## src/rtl/jtag_tap_sync.sv

```systemverilog
// JTAG TAP controller oversampled into the clk domain: tck/tms/tdi pass through synchronizers and the
// IEEE 1149.1 state machine advances on detected tck edges. Optional IDCODE register gated by JTAG_TAP_IDCODE_EN.
module jtag_tap_sync #(
    parameter int                IR_LEN       = 4,
    parameter int                USER_DR_LEN  = 32,
    parameter logic [31:0]       IDCODE_VALUE = 32'h149511C3,
    parameter logic [IR_LEN-1:0] USER_OP      = IR_LEN'(4'h8),
    parameter int                SYNC_STAGES  = 2
) (
    input  logic                   clk,
    input  logic                   rst,
    input  logic                   tck,
    input  logic                   tms,
    input  logic                   tdi,
    output logic                   tdo,
    output logic                   tdo_oe,
    input  logic [USER_DR_LEN-1:0] user_capture_data,
    output logic [USER_DR_LEN-1:0] user_update_data,
    output logic                   user_capture,
    output logic                   user_update,
    output logic [3:0]             tap_state,
    output logic [IR_LEN-1:0]      ir
);

    typedef enum logic [3:0] {
        TLR    = 4'd0,  RTI    = 4'd1,  SEL_DR = 4'd2,  CAP_DR = 4'd3,
        SH_DR  = 4'd4,  EX1_DR = 4'd5,  PAU_DR = 4'd6,  EX2_DR = 4'd7,
        UPD_DR = 4'd8,  SEL_IR = 4'd9,  CAP_IR = 4'd10, SH_IR  = 4'd11,
        EX1_IR = 4'd12, PAU_IR = 4'd13, EX2_IR = 4'd14, UPD_IR = 4'd15
    } tap_state_t;

`ifdef JTAG_TAP_IDCODE_EN
    localparam logic [IR_LEN-1:0] DEFAULT_IR = IR_LEN'(1);
`else
    localparam logic [IR_LEN-1:0] DEFAULT_IR = '1;
`endif

    logic [SYNC_STAGES-1:0] tck_sync, tms_sync, tdi_sync;
    logic                   tck_d;
    logic                   tck_s, tms_s, tdi_s, tck_rise, tck_fall;
    tap_state_t             state, state_nxt;
    logic [IR_LEN-1:0]      ir_sr;
    logic [USER_DR_LEN-1:0] user_sr;
    logic                   bypass_sr;
    logic                   sel_id, sel_user, id_lsb;

    always_ff @(posedge clk) begin
        if (rst) begin
            tck_sync <= '0;
            tms_sync <= '0;
            tdi_sync <= '0;
            tck_d    <= 1'b0;
        end else begin
            tck_sync[0] <= tck;
            tms_sync[0] <= tms;
            tdi_sync[0] <= tdi;
            for (int i = 1; i < SYNC_STAGES; i++) begin
                tck_sync[i] <= tck_sync[i-1];
                tms_sync[i] <= tms_sync[i-1];
                tdi_sync[i] <= tdi_sync[i-1];
            end
            tck_d <= tck_sync[SYNC_STAGES-1];
        end
    end

    assign tck_s    = tck_sync[SYNC_STAGES-1];
    assign tms_s    = tms_sync[SYNC_STAGES-1];
    assign tdi_s    = tdi_sync[SYNC_STAGES-1];
    assign tck_rise = tck_s & ~tck_d;
    assign tck_fall = ~tck_s & tck_d;

    always_ff @(posedge clk) begin
        if (rst) state <= TLR;
        else     state <= state_nxt;
    end

    always_comb begin
        state_nxt = state;
        if (tck_rise) begin
            case (state)
                TLR:    state_nxt = tms_s ? TLR    : RTI;
                RTI:    state_nxt = tms_s ? SEL_DR : RTI;
                SEL_DR: state_nxt = tms_s ? SEL_IR : CAP_DR;
                CAP_DR: state_nxt = tms_s ? EX1_DR : SH_DR;
                SH_DR:  state_nxt = tms_s ? EX1_DR : SH_DR;
                EX1_DR: state_nxt = tms_s ? UPD_DR : PAU_DR;
                PAU_DR: state_nxt = tms_s ? EX2_DR : PAU_DR;
                EX2_DR: state_nxt = tms_s ? UPD_DR : SH_DR;
                UPD_DR: state_nxt = tms_s ? SEL_DR : RTI;
                SEL_IR: state_nxt = tms_s ? TLR    : CAP_IR;
                CAP_IR: state_nxt = tms_s ? EX1_IR : SH_IR;
                SH_IR:  state_nxt = tms_s ? EX1_IR : SH_IR;
                EX1_IR: state_nxt = tms_s ? UPD_IR : PAU_IR;
                PAU_IR: state_nxt = tms_s ? EX2_IR : PAU_IR;
                EX2_IR: state_nxt = tms_s ? UPD_IR : SH_IR;
                UPD_IR: state_nxt = tms_s ? SEL_DR : RTI;
                default: state_nxt = TLR;
            endcase
        end
    end

    // IDCODE wins over USER_OP if both decode to the same code
    always_comb begin
        sel_id = 1'b0;
`ifdef JTAG_TAP_IDCODE_EN
        sel_id = (ir == IR_LEN'(1));
`endif
        sel_user = !sel_id && (ir == USER_OP);
    end

`ifdef JTAG_TAP_IDCODE_EN
    logic [31:0] id_sr;

    always_ff @(posedge clk) begin
        if (rst) begin
            id_sr <= '0;
        end else if (tck_rise && sel_id) begin
            if (state == CAP_DR)     id_sr <= IDCODE_VALUE;
            else if (state == SH_DR) id_sr <= {tdi_s, id_sr[31:1]};
        end
    end
    assign id_lsb = id_sr[0];
`else
    assign id_lsb = 1'b0;
`endif

    always_ff @(posedge clk) begin
        if (rst) begin
            ir_sr            <= '0;
            user_sr          <= '0;
            bypass_sr        <= 1'b0;
            ir               <= DEFAULT_IR;
            tdo              <= 1'b0;
            user_update_data <= '0;
            user_capture     <= 1'b0;
            user_update      <= 1'b0;
        end else begin
            user_capture <= 1'b0;
            user_update  <= 1'b0;
            if (tck_rise) begin
                case (state)
                    CAP_IR: ir_sr <= IR_LEN'(2'b01);
                    SH_IR:  ir_sr <= {tdi_s, ir_sr[IR_LEN-1:1]};
                    CAP_DR: begin
                        if (sel_user) begin
                            user_sr      <= user_capture_data;
                            user_capture <= 1'b1;
                        end else if (!sel_id) begin
                            bypass_sr <= 1'b0;
                        end
                    end
                    SH_DR: begin
                        if (sel_user)
                            user_sr <= (user_sr >> 1) | (USER_DR_LEN'(tdi_s) << (USER_DR_LEN-1));
                        else if (!sel_id)
                            bypass_sr <= tdi_s;
                    end
                    default: ;
                endcase
                if (state_nxt == TLR) ir <= DEFAULT_IR;
            end
            if (tck_fall) begin
                case (state)
                    SH_IR:  tdo <= ir_sr[0];
                    SH_DR:  tdo <= sel_id ? id_lsb : (sel_user ? user_sr[0] : bypass_sr);
                    UPD_IR: ir  <= ir_sr;
                    UPD_DR: begin
                        if (sel_user) begin
                            user_update_data <= user_sr;
                            user_update      <= 1'b1;
                        end
                    end
                    default: ;
                endcase
            end
        end
    end

    assign tdo_oe    = (state == SH_DR) || (state == SH_IR);
    assign tap_state = state;

endmodule

```

## config.mk

```make
export PLATFORM = sky130hd
export DESIGN_NAME = jtag_tap_sync
export DESIGN_NICKNAME = d
export VERILOG_FILES = /design/src/rtl/jtag_tap_sync.sv
export SDC_FILE = /design/constraint.sdc
export NUM_CORES = 1
export LEC_CHECK = 0
export CELL_PAD_IN_SITES_DETAIL_PLACEMENT = 1
export CELL_PAD_IN_SITES_GLOBAL_PLACEMENT = 2
export CORE_UTILIZATION = 33
export DETAILED_ROUTE_END_ITERATION = 8
export PLACE_DENSITY = 0.9
export SKIP_LAST_GASP = 1
export SLEW_MARGIN = 10
export SYNTH_ARGS = -nofsm -noshare
export SYNTH_HDL_FRONTEND = slang
export SYNTH_SLANG_ARGS = --single-unit
```

## constraint.sdc

```tcl
create_clock -name clk -period 3.5 [get_ports clk]
set_input_delay 0.7 -clock clk [delete_from_list [all_inputs] [get_ports clk]]
set_output_delay 0.7 -clock clk [all_outputs]
set_load 0.02 [all_outputs]
```

==> impl_metrics.py, run 1 <==
metrics = {
    "drt": {
        "vias_per_cell": 5.10,
        "postRouteAntennaNets": 0,
        "firstDrtPassIters": 4,
        "wl_um": 10000,
        "initialDrtViolationCount": 97,
        "vias": 3198,
        "drc": 0,
        "wl_per_cell_um": 16.0,
    },
    "worst_hold_path": {
        "hold_class": "flop to flop",
    },
    "floorplan": {
        "core_area_um2": 11000,
        "rows": 38,
        "die_h_um": 109,
        "num_io_pins": 81,
        "initial_core_util_pct": 34.4,
        "die_x_um": 109,
        "die_area_um2": 11900,
    },
    "yosys": {
        "synth_seq_area_share_pct": 46.1,
        "synth_cell_types": 42,
        "syn_area_um2": 3780,
        "synth_warnings": 0,
        "synth.ff_latch_count": 87,
        "syn_nets": 456,
        "syn-instance-count": 419,
        "syn_area_per_cell_um2": 9.02,
    },
    "power": {
        "irDropWorstVdd_v": 0.000189,
        "power.density_nw_per_um2": 441,
        "p_leak_nw": 1.52,
    },
    "clocking": {
        "cts_max_path_buffers": 2,
        "htreeDepth": 3,
        "cts-root-buf": "clkbuf_16",
        "cts_buffers": 9,
        "hold_buffers": 0,
        "post_cts_resized": 0,
        "clk_latency_ps": 340,
        "cts.clk_slew.worst_paths_ps": 60,
        "cts_num_sinks": 87,
        "postCtsSetupRepairBufs": 0,
        "cts_tree": "yes",
    },
    "worst_setup_path": {
        "cp-start-kind": "flop",
        "cp-end-kind": "output port",
        "crit_arrival_ps": 2170,
        "cp.required_ps": 2800,
        "worstSetupPathType": "flop to output port",
        "crit_fanout": 25,
    },
    "timing": {
        "fin_setup_tns_ps": 0,
        "finalMaxSlewViolations": 0,
        "tightest_slew_ps": 796,
        "finalClockSkew_ps": 8.12,
        "rsz0062_at_grt": "no",
        "slew_headroom_pct": 46.8,
        "hold_violations": 0,
        "fin_crit_sh_pct": 82.0,
        "holdWs_ps": 445,
        "min_period_ps": 2870,
        "finalSetupViolCount": 0,
        "fmax_mhz": 348,
    },
    "cells_and_area": {
        "layout.cells.non_filler": 627,
        "final_cell_mix": "dfxtp_1, clkdlybuf4s50_1, nand2_1, nor2_1, a21oi_1",
        "filler_cell_count": 1249,
        "area_delta_synth_final_pct": 32.0,
        "final_common_cell": "dfxtp_1",
        "antenna_cells": 0,
        "drive_above_1_share_pct": 11.3,
        "final_nets": 519,
    },
    "grt": {
        "globalRouteTotalUtil_pct": 18.1,
        "grt_max_degree": 65,
        "antenna_found_initial": 0,
        "grt-ovfl-total": 0,
        "grt_pass1_wl_um": 16400,
        "grt_pass1_vias": 3273,
    },
    "placed_design": {
        "gp_congestion": 0.780,
        "io_buffers": 80,
        "dp_cells": 611,
        "dp_hpwl_um": 6680,
    },
    "status": {
        "status": "finished, final reports clean",
    },
    "job": {
        "drv_cap": 0,
    },
}
layout make-up:
type	instances	area, um^2	area share (%)
timing repair buffer	87	851	17.0
tap	140	175	3.51
inverter	4	15.0	0.301
clock inverter	5	104	2.08
multi-input combinational	293	1860	37.3
clock buffer	11	243	4.86
sequential	87	1740	34.9
worst max-delay path: stages, from the launching register on:
cell and delay [ps]:
dfxtp_1 840, and4b_1 310, or2_2 100, clkdlybuf4s50_1 580
through the flow:
stage	util [%]	power, W	area [um^2]	setup slack [ps]
after floorplan	-	0.00106	3780	1070
after global placement	42.3	0.00112	4640	962
after detailed placement	42.3	0.00112	4640	852
after CTS	45.4	0.00223	4990	608
after global routing	45.4	0.00228	4990	509
final	45.4	0.00220	4990	629
flip-flops by register name, summed over array words and instances, names as in the netlist:
signal            cells
bypass_sr             1
ir_sr                 4
tck_d                 1
user_update_data     32
user_update           1
user_capture          1
tap_state             4
ir                    4
tms_sync              2
tdi_sync              2
tck_sync              2
user_sr              32
tdo                   1
Yosys cell counts (all sizes together):
library cell | instances | area (um^2)
a2111oi | 3 | 45.1
a211oi | 32 | 380
a21oi | 37 | 185
a221oi | 2 | 17.5
a311oi | 1 | 8.76
a31o | 1 | 8.76
a32o | 1 | 10.0
a32oi | 1 | 8.76
and2 | 2 | 12.5
and3 | 1 | 6.26
and4 | 2 | 17.5
and4b | 1 | 10.0
buf | 10 | 75.1
clkbuf | 25 | 93.8
dfxtp | 87 | 1740
inv | 4 | 15.0
mux2i | 33 | 330
nand2 | 74 | 278
nand2b | 4 | 25.0
nand3 | 7 | 35.0
nand3b | 1 | 7.51
nand4 | 3 | 18.8
nor2 | 41 | 154
nor2b | 11 | 68.8
nor3 | 6 | 30.0
nor4 | 3 | 18.8
nor4b | 3 | 26.3
o211ai | 2 | 15.0
o21a | 1 | 7.51
o21ai | 11 | 55.1
o22ai | 1 | 6.26
o31a | 1 | 8.76
o32ai | 1 | 8.76
or2 | 1 | 6.26
or3b | 1 | 8.76
or4b | 1 | 10.0
xnor2 | 3 | 26.3
path summary, 6_finish.rpt:
path,from,endpoint,slack [ps],cells past startpoint
max,tap_state[0],tdo_oe,630,3
min,tms_sync[0],tms_sync[1],440,1
max reg2reg,tap_state[2],user_sr[2],790,5
min reg2reg,tms_sync[0],tms_sync[1],440,1
kinds of logic (layout without fill, tap and decap cells):
kind of cell	Yosys count	in the layout	synth area share [%]
mux	33	33	8.74
compound gates	95	95	20.3
flops	87	87	46.1
buf+inv	39	107	4.86
xor+xnor	3	3	0.695
simple gates	162	162	19.4
routing by layer:
metal	wire [um]	up-vias	track usage [%]
met5	0	-	0
met4	146	0	8.49
met3	418	11	3.53
met2	4990	64	30.2
met1	4460	1533	22.4
li1	-	1590	-
where the power goes:
part           internal (W)  switching (W)
Clock              0.000719       0.000390
Combinational     0.0000494      0.0000442
Sequential         0.000994     0.00000704
Total               0.00176       0.000441
No activity file was read; power rests on OpenSTA's default activity.
==> inputs of run 2 (changes only) <==
- CORE_UTILIZATION: 33 -> 27
- PLACE_DENSITY: 0.9 -> 0.8
- clock period: 3.5 -> 2.5 ns (I/O delays scaled with it)
==> impl_metrics.py, run 2 (synthesis results as in run 1) <==
metrics = {
    "status": {
        "status": "finished, final reports clean",
    },
    "grt": {
        "globalRouteTotalUtil_pct": 14.1,
        "grt-ovfl-total": 0,
        "grt_max_degree": 65,
        "grt_pass1_vias": 3113,
        "grt_pass1_wl_um": 16000,
        "antenna_found_initial": 0,
    },
    "cells_and_area": {
        "postLayoutCoreUtil_pct": 37.3,
        "area_delta_synth_final_pct": 32.9,
        "top_regs": "user_sr (32), user_update_data (32)",
        "final_common_cell": "dfxtp_1",
        "drive_above_1_share_pct": 11.6,
        "final_cell_mix": "dfxtp_1, clkdlybuf4s50_1, nand2_1, nor2_1, a21oi_1",
        "final_nets": 523,
        "antenna_cells": 0,
    },
    "worst_setup_path": {
        "cp-start-kind": "flop",
        "cp-end-kind": "output port",
        "cp_cell_sequence": "and4b_1 > or2_2 > clkdlybuf4s50_1",
        "path_delay_family": "simple AND/OR/NAND/NOR gates",
        "crit_arrival_ps": 1940,
        "cp.depth": 3,
        "r2r_cells": 6,
        "cpMaxStageDelayCell": "clkdlybuf4s50_1",
        "cp.required_ps": 2000,
        "r2r_start": "tap_state[1]",
        "reg2reg_to": "user_sr[4]",
        "worstSetupPathType": "flop to output port",
        "crit_end": "tdo_oe",
        "crit_path_max_incr_delay_ps": 550,
        "crit_fanout": 11,
        "crit_path_start": "tap_state[2]",
        "critPathBufInv": 1,
        "rrSetupSlack_ps": 320,
    },
    "floorplan": {
        "die_area_um2": 14500,
        "core_area_um2": 13500,
        "initial_core_util_pct": 28.1,
        "rows": 42,
        "die_h_um": 120,
        "die_x_um": 120,
        "num_io_pins": 81,
    },
    "timing": {
        "fin_setup_tns_ps": 0,
        "tightest_slew_ps": 770,
        "finalMaxSlewViolations": 0,
        "fin_crit_sh_pct": 97.8,
        "finalClockSkew_ps": 5.80,
        "slew_headroom_pct": 48.2,
        "finalSetupViolCount": 0,
        "fmax_mhz": 409,
        "hold_violations": 0,
        "min_period_ps": 2440,
        "rsz0062_at_grt": "no",
    },
    "drt": {
        "initialDrtViolationCount": 136,
        "firstDrtPassIters": 4,
        "vias_per_cell": 4.84,
        "drc": 0,
        "vias": 3221,
        "postRouteAntennaNets": 0,
        "wl_um": 9900,
        "wl_per_cell_um": 14.9,
    },
    "power": {
        "p_leak_nw": 1.51,
        "irDropWorstVdd_v": 0.000275,
        "power.density_nw_per_um2": 560,
    },
    "worst_hold_path": {
        "worstHoldStart": "tck_sync[0]",
        "hold_class": "flop to flop",
    },
    "placed_design": {
        "gp_congestion": 0.781,
        "io_buffers": 80,
        "dp_hpwl_um": 6720,
    },
    "clocking": {
        "htreeDepth": 3,
        "cts_max_path_buffers": 2,
        "postCtsSetupRepairBufs": 0,
        "cts.clk_slew.worst_paths_ps": 60,
        "hold_buffers": 0,
        "clk_latency_ps": 340,
        "cts-root-buf": "clkbuf_16",
        "cts_num_sinks": 87,
        "cts_tree": "yes",
        "cts_buffers": 9,
    },
    "job": {
        "drv_cap": 0,
    },
}
-- run 2: metal layers --
layer  vias to the layer above  wire length (um)  GRT usage (%)
li1                       1587                 -              -
met1                      1563              4690           18.5
met2                        59              4630           22.2
met3                        12               409           2.74
met4                         0               163           6.25
met5                         -                 0              0
-- run 2: power breakdown --
group	leakage (nW)	internal [W]	switching, W
Combinational	0.674	0.0000711	0.0000636
Sequential	0.702	0.00139	0.00000755
Clock	0.136	0.000752	0.000526
-- run 2: what timing repair did --
action / 4_1_cts / 5_1_grt
resized for setup: 0 / 1
endpoints found under the setup margin: 0 / 1
endpoints found under the hold margin: 0 / 0
-- run 2: how the worst min path moves through the flow --
stage                  endpoint  slack, ps  depth (start not counted)
detailed placement  tck_sync[1]        430                          1
global route        tck_sync[1]        450                          1
finish              tck_sync[1]        440                          1
floorplan           tck_sync[1]        410                          1
CTS                 tck_sync[1]        440                          1
global placement    tms_sync[1]        420                          1
-- run 2: per-stage QoR --
stage	total power [W]	hold slack (ps)	setup slack (ps)	std cells	instance area (um^2)
after floorplan	0.00149	414	270	419	3780
after global placement	0.00156	418	410	651	4740
after detailed placement	0.00157	430	331	651	4740
after CTS	0.00286	444	41.7	666	5020
after global routing	0.00291	449	26.6	666	5020
final	0.00281	438	55.4	666	5020
-- run 2: layout make-up --
| class | instances | area (um^2) |
|---|---|---|
| Inverter | 4 | 15.0 |
| Timing Repair Buffer | 91 | 906 |
| Fill cell | 1593 | 8430 |
| Sequential cell | 87 | 1740 |
| Multi-Input combinational cell | 293 | 1860 |
| Tap cell | 176 | 220 |
| Clock buffer | 15 | 278 |
